File: src/rtl/branch_predict_unit.sv
// ID-stage branch resolution with an IF-stage 2-bit BHT predictor and hit/miss statistics.
// Latency: taken/flush/predict are combinational; BHT and counters update on the next rising edge.
// Backpressure: stall_i freezes all state while the outputs stay driven.
module branch_predict_unit #(
    parameter int         WIDTH      = 32,
    parameter int         BHT_DEPTH  = 16,
    parameter int         CNT_WIDTH  = 16,
    parameter logic [1:0] INIT_STATE = 2'b01
) (
    input  logic                 clk_i,
    input  logic                 rst_i,
    input  logic [31:0]          pc_if_i,
    output logic                 predict_o,
    input  logic                 Branch_i,
    input  logic                 stall_i,
    input  logic [31:0]          pc_id_i,
    input  logic [2:0]           funct3_i,
    input  logic [WIDTH-1:0]     data1_i,
    input  logic [WIDTH-1:0]     data2_i,
    input  logic                 pred_i,
    output logic                 taken_o,
    output logic                 flush_o,
    output logic [CNT_WIDTH-1:0] branch_cnt_o,
    output logic [CNT_WIDTH-1:0] miss_cnt_o
);
    localparam int IDX = $clog2(BHT_DEPTH);
    localparam logic [CNT_WIDTH-1:0] CNT_ONE = {{(CNT_WIDTH-1){1'b0}}, 1'b1};

    logic [1:0]           bht_q [BHT_DEPTH];
    logic [1:0]           bht_entry_d;
    logic [IDX-1:0]       if_idx;
    logic [IDX-1:0]       id_idx;
    logic                 cond;
    logic                 upd;
    logic [CNT_WIDTH-1:0] branch_cnt_q, branch_cnt_d;
    logic [CNT_WIDTH-1:0] miss_cnt_q, miss_cnt_d;
    logic                 unused_pc_bits;

    assign if_idx = pc_if_i[IDX+1:2];
    assign id_idx = pc_id_i[IDX+1:2];
    assign unused_pc_bits = ^{pc_if_i[31:IDX+2], pc_if_i[1:0], pc_id_i[31:IDX+2], pc_id_i[1:0]};

    always_comb begin
        cond = 1'b0;
        case (funct3_i)
            3'b000:  cond = (data1_i == data2_i);
            3'b001:  cond = (data1_i != data2_i);
            3'b100:  cond = ($signed(data1_i) <  $signed(data2_i));
            3'b101:  cond = ($signed(data1_i) >= $signed(data2_i));
            3'b110:  cond = (data1_i <  data2_i);
            3'b111:  cond = (data1_i >= data2_i);
            default: cond = 1'b0;
        endcase
    end

    assign taken_o   = Branch_i & cond;
    assign flush_o   = Branch_i & (taken_o ^ pred_i);
    assign predict_o = bht_q[if_idx][1];
    assign upd       = Branch_i & ~stall_i;

    // Read-before-write: a same-index lookup in the update cycle sees the old entry.
    always_comb begin
        bht_entry_d = bht_q[id_idx];
        if (taken_o && bht_q[id_idx] != 2'b11) begin
            bht_entry_d = bht_q[id_idx] + 2'b01;
        end else if (!taken_o && bht_q[id_idx] != 2'b00) begin
            bht_entry_d = bht_q[id_idx] - 2'b01;
        end
    end

    always_comb begin
        branch_cnt_d = branch_cnt_q;
        miss_cnt_d   = miss_cnt_q;
        if (upd && branch_cnt_q != '1) begin
            branch_cnt_d = branch_cnt_q + CNT_ONE;
        end
        if (upd && flush_o && miss_cnt_q != '1) begin
            miss_cnt_d = miss_cnt_q + CNT_ONE;
        end
    end

    always_ff @(posedge clk_i or negedge rst_i) begin
        if (!rst_i) begin
            for (int i = 0; i < BHT_DEPTH; i++) begin
                bht_q[i] <= INIT_STATE;
            end
        end else if (upd) begin
            bht_q[id_idx] <= bht_entry_d;
        end
    end

    always_ff @(posedge clk_i or negedge rst_i) begin
        if (!rst_i) begin
            branch_cnt_q <= '0;
            miss_cnt_q   <= '0;
        end else begin
            branch_cnt_q <= branch_cnt_d;
            miss_cnt_q   <= miss_cnt_d;
        end
    end

    assign branch_cnt_o = branch_cnt_q;
    assign miss_cnt_o   = miss_cnt_q;
endmodule

File: config.mk
export PLATFORM = sky130hd
export DESIGN_NAME = branch_predict_unit
export DESIGN_NICKNAME = d
export VERILOG_FILES = /design/src/rtl/branch_predict_unit.sv
export SDC_FILE = /design/constraint.sdc
export NUM_CORES = 1
export LEC_CHECK = 0
export CAP_MARGIN = 15
export CORE_ASPECT_RATIO = 1.75
export CORE_MARGIN = 8
export CORE_UTILIZATION = 45
export CTS_BUF_LIST = sky130_fd_sc_hd__clkbuf_4
export DETAILED_ROUTE_END_ITERATION = 10
export PLACE_DENSITY = 0.83
export SLEW_MARGIN = 0
export SYNTH_ARGS = -nofsm -noshare
export SYNTH_HDL_FRONTEND = slang
export SYNTH_SLANG_ARGS = --single-unit
File: constraint.sdc
create_clock -name clk_i -period 4.43 [get_ports clk_i]
set_input_delay 0.886 -clock clk_i [delete_from_list [all_inputs] [get_ports clk_i]]
set_output_delay 0.886 -clock clk_i [all_outputs]
set_load 0.02 [all_outputs]
* Word level (Yosys, flattened, before mapping)
Cells that the tools add are included.
** Cells by class
- $add $sub $neg :: 4
- $lt $le $gt $ge :: 7
- Equal/unequal tests :: 10
- Muxes and demuxes :: 12
- Bitwise operators :: 7
- Reductions and logical operators :: 9
** Operators with widths (count)
- $ge A32 B32 Y1 :: 2
- $lt A32 B32 Y1 :: 2
- $add A16 B1 Y16 const B :: 2
- $bwmux W32 :: 1
- $eq A32 B32 Y1 :: 1
- $ne A16 B16 Y1 const B :: 2
- $ne A32 B32 Y1 :: 1
- $bmux W2 S4 :: 2
- $mux W2 :: 7
- $eq A3 B3 Y1 const B :: 4
- $ge A5 B5 Y1 const B :: 2
- $not A4 Y5 :: 2
- $demux W2 S4 :: 1
- $logic_and A1 B1 Y1 :: 6
- $pmux W1 S6 :: 1
- $lt A5 B1 Y1 const B :: 1
- $and A1 B1 Y1 :: 3
- $eq A3 B1 Y1 const B :: 1
- $logic_not A3 Y1 :: 1
- $add A2 B1 Y2 const B :: 1
- $ne A2 B2 Y1 const B :: 1
- $reduce_bool A2 Y1 :: 1
- $sub A2 B1 Y2 const B :: 1
- $logic_not A1 Y1 :: 1
- 2 further kinds :: 2
** Word-level totals
- Flip-flop bits (word level) :: 64
- Input bits :: 136
- Output and inout port bits :: 35
- Word-level logic and storage cells :: 67

* Logic depth before layout (Yosys ltp)
- Word-level depth :: 9
- Mapped depth :: 13
- Depth with buffers taken out :: 12

* Worst setup path before layout
OpenSTA, ideal clock, no wires.
- Path type :: in2out
- Start :: in data2_i[31]
- End :: out flush_o
- Data arrival time :: 3.538 ns
- Required time :: 3.544 ns
- Path slack :: 0.006 ns
- Stages on the path :: 11
- Buffers on the path :: 1
- Path through :: inv_1 ha_1 nand4_2 nor4_4 o211ai_1 o211a_2 a31o_2 a211oi_4 xnor2_1 buf_6 nor2b_1
** Between the ends
- Longest elaborated chain between the ends :: 5
- Elaborated cells on any way between the ends :: 10
- Classes of those cells :: order compare: 4; eq/ne: 2; mux: 1; bitwise: 3
** Ends and longest elaborated chain
- start: declaration :: line 19 : input logic [WIDTH-1:0] data2_i,
- $ge A32 B32 Y1 (tied with other cells) :: line 51 : 3'b111: cond = (data1_i >= data2_i);
- $pmux W1 S6 * :: line 45 : case (funct3_i)
- $and A1 B1 Y1 * :: line 56 : assign taken_o = Branch_i & cond;
- via taken_o :: line 21 : output logic taken_o,
- $xor A1 B1 Y1 * :: line 57 : assign flush_o = Branch_i & (taken_o ^ pred_i);
- $and A1 B1 Y1 * :: line 57
- end: declaration :: line 22 : output logic flush_o,
The timed path passes the listed nets; every way through them passes the cells marked *.

* Final worst setup path
- Start :: in data2_i[6]
- End :: out flush_o
** Between the ends
- Longest elaborated chain between the ends :: 5
- Elaborated cells on any way between the ends :: 10
- Classes of those cells :: order compare: 4; eq/ne: 2; mux: 1; bitwise: 3
** Ends and longest elaborated chain (line)
- $ge A32 B32 Y1 (tied with other cells) :: 51
- $pmux W1 S6 * :: 45
- $and A1 B1 Y1 * :: 56
- $xor A1 B1 Y1 * :: 57
- $and A1 B1 Y1 * :: 57
Every way passes the cells marked *; elsewhere a longest branch is shown, timed or not.

==> results.toml <==
[place]
gp_congestion = 0.850
buffer_ports.inserted = 114
post_dp_cell_area_sq_um = 5620
place_worst_setup_slack_ns = -0.534
dp_cells = 648
detailed_place_hpwl_um = 9190

[worst_setup_path]
cp_slowest_stage_delay_ns = 0.47
crit_path_start = "data2_i[6]"
worst-path-buf-inv = 4
worst_ep_required_time_ns = 3.54
crit_chain = "clkdlybuf4s50_1 > inv_2 > ha_4 > nand4_1 > buf_4 > a211oi_2 > o211ai_1 > o211a_2 > o211ai_1 > nand2_1 > a211oi_4 > xnor2_2 > nor2b_1 > buf_4"
critPathSlowestCell = "sky130_fd_sc_hd__clkdlybuf4s50_1"
end_kind = "output port"
timing.critical_path.max_delay_family = "compound AO/OA/AOI/OAI gates"
crit_path_start_kind = "input port"
timing.rr.start = "bht_q[27]"
crit_type = "in2out"
critical_path.max_fanout = 4
critical_path_arrival_ns = 3.60

[floorplan]
die-area_sq_um = 12900
core_box_area_sq_um = 9290
initial_utilization = 0.455
dieHeight_um = 144
io-pin-count = 171
die_x_um = 89.3
placement_rows = 47

[grt]
grt_remaining_overflow = 0
pin_count_of_the_biggest_net_entering_global_routing = 40
number_of_global_route_vias_before_repair = 3942
antenna_violations_before_repair = 2
grt_pass1_wl_um = 18000
track_usage = 0.181

[routing]
dr.pass1.iters = 4
detail_route.drc_violations = 0
ant_nets = 0
routedWlPerCell_um = 19.0
dr.first_iter.drc_count = 247
finalWirelength_um = 12700
route.detailed.vias_per_inst = 5.53
num_vias = 3708

[min_path]
min_delay_worst_type = "in2async"

[finish]
final_cell_area_sq_um = 6150
stdcell_count = 670
final_nets = 713
final_layout_size_suffix_gt1_frac = 0.277
layout-area-overhead-vs-synth_pct = 45.5

[sta]
final.period_utilization = 1.01
timing.max_slew.rel_slack = 0.444
worst-slew-pin-transition_ns = 0.827
slew_viol_final = 0
fin_crit_ns = 4.48
skew_ns = 0.0145
timing.final.setup_violations = 2
timing.final.ws_setup_ns = -0.0547
fmaxAchievable_mhz = 223
final.hold.worst_slack_ns = 0.438
finalHoldViolCount = 0

[run_status]
run_status = "finished with violations"
failed_checks = "setup timing"

[pwr]
switchingPower_uw = 814
power_per_cell_area_nw_per_um2 = 370
power.share.switching = 0.357
ir_worst_vdd_uv = 303
finalPower_uw = 2280
intPower_uw = 1460
share_comb_of_total_power = 0.420
power.share.clock = 0.172
share_seq_of_total_power = 0.408
power.static_leakage_uw = 0.00295

[cts]
clock_sinks = 64
clk_latency_ns = 0.41
h-tree-depth = 3
cts_made_buffers = 9
cts-root-to-sink-buffers = 2
cts-root-buf = "sky130_fd_sc_hd__clkbuf_4"
tritoncts = "built"
clk_pin_slew_worst_paths_ns = 0.12

[synthesis]
postSynth.topFlopCell = "sky130_fd_sc_hd__dfrtp_1"
proportion_of_synthesized_flip_flops_having_asynchronous_set_or_reset = 1.00
ys_ff_latch = 64
synthesis.area_per_instance_sq_um = 10.5
post_synth_instance_area_sq_um = 4230
synth.yosys.seq_area_share = 0.383
yosysWarningCount = 0
synth_edf_count = 0
syn-instance-count = 401
synth.lib_cells_used.distinct = 42
synth_fp_nets = 573

[run]
maxCapViolations = 0
-- cells in the mapped netlist, types with 3 or more instances --
master | number | share of area
sky130_fd_sc_hd__dfrtp_1 | 48 | 0.28
sky130_fd_sc_hd__nand2_1 | 41 | 0.036
sky130_fd_sc_hd__inv_1 | 40 | 0.035
sky130_fd_sc_hd__ha_1 | 36 | 0.11
sky130_fd_sc_hd__xor2_1 | 26 | 0.054
sky130_fd_sc_hd__mux2_2 | 25 | 0.067
sky130_fd_sc_hd__nand3_1 | 20 | 0.024
sky130_fd_sc_hd__a21oi_1 | 16 | 0.019
sky130_fd_sc_hd__dfstp_2 | 16 | 0.099
sky130_fd_sc_hd__mux4_2 | 15 | 0.080
sky130_fd_sc_hd__nor2_1 | 13 | 0.012
sky130_fd_sc_hd__o31ai_1 | 12 | 0.021
sky130_fd_sc_hd__and3_1 | 10 | 0.015
sky130_fd_sc_hd__nand4_1 | 9 | 0.013
sky130_fd_sc_hd__nor2b_1 | 9 | 0.013
sky130_fd_sc_hd__nor3_1 | 9 | 0.011
sky130_fd_sc_hd__xnor2_1 | 9 | 0.019
sky130_fd_sc_hd__clkbuf_1 | 5 | 0.0044
sky130_fd_sc_hd__nor4_1 | 5 | 0.0074
sky130_fd_sc_hd__nor4_2 | 5 | 0.015
sky130_fd_sc_hd__o21ai_0 | 4 | 0.0047
sky130_fd_sc_hd__nand2b_1 | 3 | 0.0044
-- metal layers --
metal,wire length (um),part of all wire,global-route usage,vias to the layer above
li1,-,-,-,1725
met1,4300,0.34,0.170,1807
met2,7090,0.56,0.347,131
met3,715,0.056,0.0381,45
met4,613,0.048,0.0944,0
met5,0,0,0,-
-- sequential cells by signal, indices dropped and copies added (netlist names) --
| signal | count |
|---|---|
| miss_cnt_o | 16 |
| bht_q | 32 |
| branch_cnt_o | 16 |
-- layout make-up --
type                       count  area [sq um]
inverter                      40           150
tap                          122           153
timing repair buffer         136          1380
sequential                    64          1620
clock buffer                   9          67.6
fill                         724          3140
clock inverter                 7          71.3
antenna                        2          5.00
multi-input combinational    290          2710
-- logic make-up (layout without fill, tap and decap cells) --
logic type / Yosys count / in the layout / share of synthesized area
AO/OA/AOI/OAI: 45 / 45 / 0.0736
XOR/XNOR: 35 / 35 / 0.0725
adder cells (fa/ha/maj): 36 / 36 / 0.106
buffers and inverters: 47 / 192 / 0.0435
flip-flops: 64 / 64 / 0.383
multiplexers: 42 / 42 / 0.151
other: 0 / 2 / 0
AND/OR/NAND/NOR: 132 / 132 / 0.169
-- cell usage in the layout, fill, tap and decap left out, types with 13 or more instances in the layout --
| cell | count |
|---|---|
| sky130_fd_sc_hd__ha_4 | 18 |
| sky130_fd_sc_hd__xor2_1 | 26 |
| sky130_fd_sc_hd__mux2_2 | 25 |
| sky130_fd_sc_hd__nand3_1 | 20 |
| sky130_fd_sc_hd__dfrtp_1 | 48 |
| sky130_fd_sc_hd__dfstp_2 | 16 |
| sky130_fd_sc_hd__clkdlybuf4s50_1 | 78 |
| sky130_fd_sc_hd__ha_1 | 18 |
| sky130_fd_sc_hd__nand2_1 | 40 |
| sky130_fd_sc_hd__inv_1 | 24 |
| sky130_fd_sc_hd__inv_2 | 16 |
| sky130_fd_sc_hd__nor2_1 | 13 |
| sky130_fd_sc_hd__a21oi_1 | 13 |
| sky130_fd_sc_hd__buf_4 | 22 |
| sky130_fd_sc_hd__mux4_2 | 15 |
| sky130_fd_sc_hd__dlymetal6s2s_1 | 33 |
-- per-stage QoR --
stage,util,setup TNS (ns)
after floorplan,-,0
after global placement,0.605,-0.854
after detailed placement,0.605,-0.979
after CTS,0.622,-0.0378
after global routing,0.662,-0.426
final,0.662,-0.0837
-- power by group through the flow --
stage	combinational (uW)	clock (uW)	sequential (uW)
3_3_place_gp	880	0	923
3_5_place_dp	917	0	940
4_1_cts	927	405	931
2_1_floorplan	514	0	959
6_report	957	393	929
5_1_grt	1040	439	951
-- final timing paths --
check,cells past startpoint,end,slack (ns)
max reg2reg,8,bht_q[3],1.68
min reg2reg,1,branch_cnt_o[5],0.50
max,14,flush_o,-0.05
min in group clk_i,1,branch_cnt_o[5],0.50
min,1,bht_q[7],0.44
max in group asynchronous,2,miss_cnt_o[0],3.06
-- repair_timing --
| item | in CTS | in global routing |
|---|---|---|
| endpoints found under the hold margin | 0 | 0 |
| hold buffers | 0 | 0 |
| setup buffers | 0 | 4 |
| pin swaps | 4 | 28 |
| setup endpoints to repair | 2 | 2 |
| resized for setup | 14 | 76 |
Power figures use the tool's default switching activity.
